<file path="src/rtl/led_chaser_fader_if.sv">
// Control and drive bundle for led_chaser_fader.
//   master : speed, mode, tail_en, invert out; led_out, pos, step in
//   slave  : the chaser itself (inputs and outputs reversed)
// Field widths follow NUM_LEDS and SPEED_WIDTH. pos is wide enough to index
// NUM_LEDS channels, never narrower than one bit.
interface led_chaser_fader_if #(
   parameter int NUM_LEDS    = 8,
   parameter int SPEED_WIDTH = 3
);
   localparam int POS_W = $clog2((NUM_LEDS > 2) ? NUM_LEDS : 2);

   logic [SPEED_WIDTH-1:0] speed;
   logic [1:0]             mode;
   logic                   tail_en;
   logic                   invert;
   logic [NUM_LEDS-1:0]    led_out;
   logic [POS_W-1:0]       pos;
   logic                   step;

   modport master (
      output speed, mode, tail_en, invert,
      input  led_out, pos, step
   );

   modport slave (
      input  speed, mode, tail_en, invert,
      output led_out, pos, step
   );
endinterface

</file>
<file path="src/rtl/led_chaser_fader.sv">
// LED chaser with PWM fading tail.
// One active channel walks across NUM_LEDS outputs. Channels it leaves behind
// decay by halving brightness on every decay tick, and each channel's
// brightness drives its own PWM comparator.
//   clk    : single clock, rising edge
//   reset  : synchronous, active high
//   bus    : slave side of led_chaser_fader_if
//            speed   step period prefix (larger = slower)
//            mode    00 fwd-wrap, 01 rev-wrap, 10 bounce, 11 hold
//            tail_en 1 = non-active channels decay, 0 = they go dark
//            invert  XOR applied to every led_out bit
//            led_out PWM drive, pos active channel, step strobe per prescaler wrap
//
// Bounce direction state:
//   state    | meaning
//   DIR_UP   | bounce walks toward NUM_LEDS-1 (reset state)
//   DIR_DOWN | bounce walks toward 0
module led_chaser_fader #(
   parameter int NUM_LEDS       = 8,
   parameter int FADE_WIDTH     = 4,
   parameter int PRESCALE_WIDTH = 11,
   parameter int SPEED_WIDTH    = 3,
   parameter int DECAY_WIDTH    = 10
) (
   input logic               clk,
   input logic               reset,
   led_chaser_fader_if.slave bus
);
   localparam int POS_W = $clog2((NUM_LEDS > 2) ? NUM_LEDS : 2);
   localparam int EXT_W = PRESCALE_WIDTH - SPEED_WIDTH;
   localparam logic [POS_W-1:0] LAST = POS_W'(NUM_LEDS - 1);

   typedef enum logic {
      DIR_DOWN = 1'b0,
      DIR_UP   = 1'b1
   } dir_e;

   logic [PRESCALE_WIDTH-1:0] pcnt_q, pcnt_d;
   logic [DECAY_WIDTH-1:0]    dcnt_q, dcnt_d;
   logic [FADE_WIDTH-1:0]     wcnt_q, wcnt_d;
   logic [POS_W-1:0]          pos_q, pos_d;
   dir_e                      dir_q, dir_d;
   logic                      step_q, step_d;
   logic [NUM_LEDS-1:0]       led_r_q, led_r_d;
   logic [FADE_WIDTH-1:0]     bright_q [NUM_LEDS];
   logic [FADE_WIDTH-1:0]     bright_d [NUM_LEDS];
   logic [PRESCALE_WIDTH-1:0] limit;

   // Low bits forced to ones so speed=0 still gives a period of 2^EXT_W.
   assign limit = {bus.speed, {EXT_W{1'b1}}};

   // Prescaler, position walk and bounce direction.
   // The >= compare lets a speed decrease mid-count fire on the next cycle.
   always_comb begin
      pcnt_d = pcnt_q + 1'b1;
      step_d = 1'b0;
      pos_d  = pos_q;
      dir_d  = dir_q;
      dcnt_d = dcnt_q + 1'b1;
      wcnt_d = wcnt_q + 1'b1;

      if (pcnt_q >= limit) begin
         pcnt_d = '0;
         step_d = 1'b1;
         if (NUM_LEDS > 1) begin
            unique case (bus.mode)
               2'b00: pos_d = (pos_q == LAST) ? '0 : pos_q + 1'b1;
               2'b01: pos_d = (pos_q == '0) ? LAST : pos_q - 1'b1;
               2'b10: begin
                  if (dir_q == DIR_UP) begin
                     if (pos_q == LAST) begin
                        dir_d = DIR_DOWN;
                        pos_d = pos_q - 1'b1;
                     end else begin
                        pos_d = pos_q + 1'b1;
                     end
                  end else begin
                     if (pos_q == '0) begin
                        dir_d = DIR_UP;
                        pos_d = POS_W'(1);
                     end else begin
                        pos_d = pos_q - 1'b1;
                     end
                  end
               end
               default: pos_d = pos_q;
            endcase
         end
      end
   end

   // Brightness and PWM compare. Both look at the registered pos, so the
   // channel just left on a step still counts as active for that edge.
   always_comb begin
      for (int i = 0; i < NUM_LEDS; i++) begin
         bright_d[i] = bright_q[i];
         if (POS_W'(i) == pos_q) begin
            bright_d[i] = '1;
         end else if (!bus.tail_en) begin
            bright_d[i] = '0;
         end else if (dcnt_q == '0) begin
            bright_d[i] = bright_q[i] >> 1;
         end
         led_r_d[i] = (bright_q[i] > wcnt_q);
      end
   end

   always_ff @(posedge clk) begin
      if (reset) begin
         pcnt_q   <= '0;
         dcnt_q   <= '0;
         wcnt_q   <= '0;
         pos_q    <= '0;
         dir_q    <= DIR_UP;
         step_q   <= 1'b0;
         led_r_q  <= '0;
         bright_q <= '{default: '0};
      end else begin
         pcnt_q   <= pcnt_d;
         dcnt_q   <= dcnt_d;
         wcnt_q   <= wcnt_d;
         pos_q    <= pos_d;
         dir_q    <= dir_d;
         step_q   <= step_d;
         led_r_q  <= led_r_d;
         bright_q <= bright_d;
      end
   end

   assign bus.led_out = led_r_q ^ {NUM_LEDS{bus.invert}};
   assign bus.pos     = pos_q;
   assign bus.step    = step_q;
endmodule

</file>
<file path="src/flat_wrapper.sv">
// flat-port wrapper written by rule: the top's interface ports become plain ports
module led_chaser_fader_flat 
#(
   parameter int NUM_LEDS       = 8,
   parameter int FADE_WIDTH     = 4,
   parameter int PRESCALE_WIDTH = 11,
   parameter int SPEED_WIDTH    = 3,
   parameter int DECAY_WIDTH    = 10
)
  (clk, reset, bus_speed, bus_mode, bus_tail_en, bus_invert, bus_led_out, bus_pos, bus_step);
  led_chaser_fader_if #(.NUM_LEDS(NUM_LEDS), .SPEED_WIDTH(SPEED_WIDTH)) bus_i ();
  input logic clk;
  input logic reset;
  input wire logic [$bits(bus_i.speed)-1:0] bus_speed;
  input wire logic [$bits(bus_i.mode)-1:0] bus_mode;
  input wire logic [$bits(bus_i.tail_en)-1:0] bus_tail_en;
  input wire logic [$bits(bus_i.invert)-1:0] bus_invert;
  output wire logic [$bits(bus_i.led_out)-1:0] bus_led_out;
  output wire logic [$bits(bus_i.pos)-1:0] bus_pos;
  output wire logic [$bits(bus_i.step)-1:0] bus_step;
  assign bus_i.speed = bus_speed;
  assign bus_i.mode = bus_mode;
  assign bus_i.tail_en = bus_tail_en;
  assign bus_i.invert = bus_invert;
  assign bus_led_out = bus_i.led_out;
  assign bus_pos = bus_i.pos;
  assign bus_step = bus_i.step;
  led_chaser_fader #(.NUM_LEDS(NUM_LEDS), .FADE_WIDTH(FADE_WIDTH), .PRESCALE_WIDTH(PRESCALE_WIDTH), .SPEED_WIDTH(SPEED_WIDTH), .DECAY_WIDTH(DECAY_WIDTH)) u_core (.clk(clk), .reset(reset), .bus(bus_i));
endmodule
</file>
<file path="config.mk">
export PLATFORM = sky130hd
export DESIGN_NAME = led_chaser_fader_flat
export DESIGN_NICKNAME = d
export VERILOG_FILES = /design/src/rtl/led_chaser_fader_if.sv /design/src/rtl/led_chaser_fader.sv /design/src/flat_wrapper.sv
export SDC_FILE = /design/constraint.sdc
export NUM_CORES = 1
export LEC_CHECK = 0
export CAP_MARGIN = 20
export CORE_MARGIN = 4
export CORE_UTILIZATION = 45
export DETAILED_ROUTE_END_ITERATION = 8
export DONT_BUFFER_PORTS = 1
export GPL_ROUTABILITY_DRIVEN = 0
export GPL_TIMING_DRIVEN = 0
export PLACE_DENSITY_LB_ADDON = 0.15
export REMOVE_ABC_BUFFERS = 1
export SYNTH_ARGS = -nofsm -noshare
export SYNTH_HDL_FRONTEND = slang
export SYNTH_SLANG_ARGS = --single-unit
</file>
<file path="constraint.sdc">
create_clock -name clk -period 4.5 [get_ports clk]
set_input_delay 1.35 -clock clk [delete_from_list [all_inputs] [get_ports clk]]
set_output_delay 1.35 -clock clk [all_outputs]
set_load 0.01 [all_outputs]
</file>
Word level (Yosys, flattened, before mapping)

Index checks and enable logic that the tools add are counted.

Register bits after elaboration: 70
Bits of input ports: 9
Logic and storage cells: 89

Mux-type cells: 34
Eq/ne operators: 18
Bitwise logic cells: 1
Add/sub/neg operators: 5
Reduce and logical (&&, ||, !) cells: 7
$lt $le $gt $ge: 9

Operator list:

| operator              | count |
|---|---|
| $mux 4                | 24 |
| $gt 4x4->1            | 8 |
| $ne 3x1->1 const B    | 8 |
| $mux 3                | 5 |
| $eq 3x3->1 const A    | 4 |
| $add 11x1->11 const B | 1 |
| $ge 11x11->1          | 1 |
| $add 10x1->10 const B | 1 |
| $logic_not 10->1      | 1 |
| $pmux 3 s3            | 1 |
| $xor 8x8->8           | 1 |
| $eq 2x3->1 const A    | 2 |
| $add 4x1->4 const B   | 1 |
| $mux 1                | 4 |
| $reduce_and 2->1      | 2 |
| $add 3x1->3 const B   | 1 |
| $eq 1x3->1 const A    | 1 |
| $eq 3x3->1 const B    | 1 |
| $logic_not 3->1       | 1 |
| $reduce_bool 3->1     | 1 |
| $sub 3x1->3 const B   | 1 |
| $eq 2x1->1 const B    | 1 |
| $eq 2x2->1 const B    | 1 |
| $logic_not 2->1       | 1 |
| $reduce_or 2->1       | 1 |

Longest topological paths before layout

Gate-level depths: netlist (run 1).

Depth after elaboration: 4
Depth in mapped cells: 8
Gate-level depth less buffers: 7

Worst setup path after synthesis (run 1)

OpenSTA, ideal clock, no wires.

Path kind: input -> output
Start: input bus_invert
End: output bus_led_out[0]
Slack: 1.191 ns
Path buffers: 1
Data required time: 3.150 ns
Stages on the path: 2
Data arrival time: 1.959 ns
Path through: clkbuf_1 > xor2_1

Longest elaborated chain between the ends: 1

Ends and longest elaborated chain:

| element     | line                    | source |
|---|---|---|
| from (decl) | flat_wrapper.sv:17      | `input wire logic [$bits(bus_i.invert)-1:0] bus_invert;` |
| $xor 8x8->8 | led_chaser_fader.sv:130 | `assign bus.led_out = led_r_q ^ {NUM_LEDS{bus.invert}};` |
| to (decl)   | flat_wrapper.sv:18      | `output wire logic [$bits(bus_i.led_out)-1:0] bus_led_out;` |

Every way passes these cells.

Worst setup path after layout (run 1)

Start: input bus_invert
End: output bus_led_out[4]

Same word-level chain as after synthesis.

==> results of run 1 <==
[power breakdown]
part / total (W) / internal [W] / switching, W
sequential: 0.000649 / 0.000636 / 0.0000136
clock: 0.000638 / 0.000400 / 0.000238
combinational: 0.000144 / 0.0000658 / 0.0000784
total: 0.00143 / 0.00110 / 0.000330
[cell type report]
type / instances / area, um^2
clock inverters: 5 / 103.9
flip-flops and latches: 70 / 1401
clock buffers: 11 / 151.4
inverters: 30 / 112.6
multi-input cells: 283 / 2141
fillers: 725 / 3835
well taps: 102 / 127.6
repair buffers: 1 / 15.01
[cells by family after synthesis]
| logic type | after synthesis | synth area share (%) |
|---|---|---|
| and+or+nand+nor | 99 | 13.46 |
| muxes | 27 | 7.268 |
| AOI/OAI and AO/OA | 80 | 13.76 |
| adders and majority gates | 49 | 16.49 |
| xor gates and xnor gates | 28 | 6.595 |
| buffers and inverters | 45 | 4.744 |
| DFF | 70 | 37.68 |
[worst paths after layout]
path / slack, ns / endpoint / cells after the start / start
max: 1.52 / bus_led_out[4] / 1 / bus_invert
min: 0.46 / u_core.dcnt_q[0] / 1 / u_core.dcnt_q[0]
max reg2reg: 1.99 / u_core.bright_q[7] / 6 / u_core.dcnt_q[6]
min reg2reg: 0.46 / u_core.dcnt_q[0] / 1 / u_core.dcnt_q[0]
[sequential cells by signal, summed over array words and instances (netlist names)]
| name | count |
|---|---|
| u_core.bus.pos | 3 |
| u_core.wcnt_q | 4 |
| u_core.led_r_q | 8 |
| u_core.pcnt_q | 11 |
| u_core.bus.step | 1 |
| u_core.dir_q | 1 |
| u_core.dcnt_q | 10 |
| u_core.bright_q | 32 |
[metrics by stage]
step                      setup WS (ns)  total power [W]  util, %
final                             1.521         0.001431    51.38
after floorplan                   1.580        0.0007781        -
after global routing              1.508         0.001506    51.38
after global placement            1.248        0.0008063    47.95
after CTS                         1.503         0.001451    51.38
after detailed placement          1.503        0.0008101    48.14
[cell usage in the layout, fill, tap and decap left out, types with 2 or more instances in the layout]
master / n
mux2i_1: 27
xor2_1: 19
inv_1: 30
a21oi_1: 16
a22oi_1: 5
nand3_1: 19
and3_1: 4
clkbuf_8: 11
nand2b_1: 10
nor2_1: 38
o31ai_1: 2
xnor2_1: 9
o21ai_0: 27
a41o_1: 3
nand4b_1: 2
ha_1: 49
o22ai_1: 8
nand2_1: 8
dfxtp_1: 70
bufinv_16: 3
o21a_1: 5
nor3_1: 3
nor2b_1: 7
a41oi_1: 5
[routing by layer]
metal | part of all wire [%] | up-vias | routed length, um | GRT usage, %
li1 | - | 1392 | - | -
met2 | 45 | 24 | 3261 | 25.77
met3 | 3.1 | 9 | 223 | 4.742
met5 | 0 | - | 0 | 0
met4 | 1.1 | 0 | 80 | 4.412
met1 | 50 | 1200 | 3612 | 21.24
==> summary.txt, run 1 <==
Status
  • Run status: finished, final reports clean

Route
  • Via/cell ratio: 5.229
  • # DRC: 0
  • WL per Instance: 14.30 um
  • Total wire length: 7179 um
  • Drt pass-1 iters: 4
  • Detailed-route via count: 2625
  • Initial drt markers: 73
  • Detail Route Antenna Nets: 0

Flow run
  • MaxCap Viol Count: 0

Yosys
  • Syn Inst Count: 398
  • Post-synth EDFFs: 0
  • Count leader, synth: dfxtp_1
  • Yosys Warn Count: 0
  • Cell Area, Synth: 3719 um^2
  • Leading area contributor after synthesis: dfxtp_1
  • Synth top area share: 37.69%
  • Commonest cells post-synth: dfxtp_1 (70), ha_1 (49), nor2_1 (38)
  • #FFs+latches synth: 70
  • Most used DFF post-synth: dfxtp_1
  • Async SR Flop Fraction: 0%
  • Top cells by area, synth: dfxtp_1 (38%), ha_1 (16%), mux2i_1 (7.3%)
  • Mean Syn Cell Area: 9.343 um^2
  • Yosys cell types: 43
  • Sequential area share after synthesis: 37.69%

Layout
  • Nets@finish: 453
  • Synth-to-Final Area Change: 8.984%
  • Post-route cell area: 4053 um^2
  • N_diodes: 0
  • Final std cells w/o fill: 502
  • Share of layout cells above drive strength 1: 5.250%

Min path
  • Hold crit path type: reg -> reg

Floorplan
  • CORE AREA: 7888 um^2
  • Initial Utilization: 47.14%
  • Die area: 9782 um^2
  • Die Y: 98.91 um
  • Horiz. Die Dim: 98.91 um
  • Row count: 32
  • Io pins: 21

Clock network
  • CTS sink cnt: 70
  • TritonCTS clock tree: built
  • Worst skew pair latency: 0.34 ns
  • Hold_buf cts: 0
  • Num CTS Buffers: 9
  • H-tree depth: 3
  • Post-CTS Setup Bufs: 0
  • Longest Clk Path Bufs: 2
  • Clk pin slew, worst setup/hold paths: 0.08 ns
  • Clock root buffer: clkbuf_8
  • Resized cells post-CTS: 0

Setup path
  • CP max FO: 8
  • WS Path Type: in -> out
  • Worst Setup Start Kind: input pin
  • CP arrival: 1.63 ns
  • Critical Path Sink Type: output pin
  • Worst path max stage delay: 0.28 ns
  • Cell Chain, Critical Path: xor2_1
  • Worst path bufs/invs: 0
  • CP Data Required Time: 3.15 ns
  • Crit path max-delay family: XOR/XNOR gates
  • Slowest-stage cell, CP: xor2_1

Timing
  • Min Hold Slack: 0.4645 ns
  • Final setup vio count: 0
  • Measured slew at the worst slew-check pin: 0.9069 ns
  • FMAX: 0.3357 GHz
  • Slew headroom: 39.22%
  • Minimum clock period: 2.979 ns
  • Setup Skew: 0.009492 ns
  • Setup tns final: 0 ns
  • RSZ-0062 raised after global routing: no
  • Tcrit/Tclk final: 66.20%
  • Final hold viol count: 0
  • Slew Viols, Final: 0

Global routing
  • First-pass GRT wire length: 12760 um
  • Overall routing resource usage: 16.14%
  • Initial antenna violation count: 0
  • GRT Residual Overflow: 0
  • Vias in the first global route: 2711
  • Largest net degree at the start of global routing: 48

Pwr
  • Pleak: 1.732 nW
  • Maximum vdd drop: 0.0001661 V
  • Total power per unit cell area: 353.2 nW/um^2

Placement
  • DPL Wire Length: 4914 um
  • Placed Cells: 486
  • Port-buffer cells: 0
  • Placed Area: 3797 um^2
No activity file was read; power rests on OpenSTA's default activity.
==> run 2, diff against run 1 <==
==> constraint.sdc (replaced) <==
create_clock -name clk -period 2.9 [get_ports clk]
set_input_delay 0.87 -clock clk [delete_from_list [all_inputs] [get_ports clk]]
set_output_delay 0.87 -clock clk [all_outputs]
set_load 0.01 [all_outputs]
==> results of run 2 <==
The final DEF is identical to that of run 1. Status: finished, final reports clean.
Main changes from that run: setup slack after placement 1.503 ns -> 0.3887 ns; setup slack after layout 1.521 ns -> 0.3861 ns; start point of the critical path bus_invert -> u_core.dcnt_q[6]; end point of the critical path bus_led_out[4] -> u_core.bright_q[7]; register-to-register setup slack 1.99 ns -> 0.39 ns; total power 0.001431 W -> 0.002221 W; worst IR drop on VDD 0.0001661 V -> 0.0002578 V
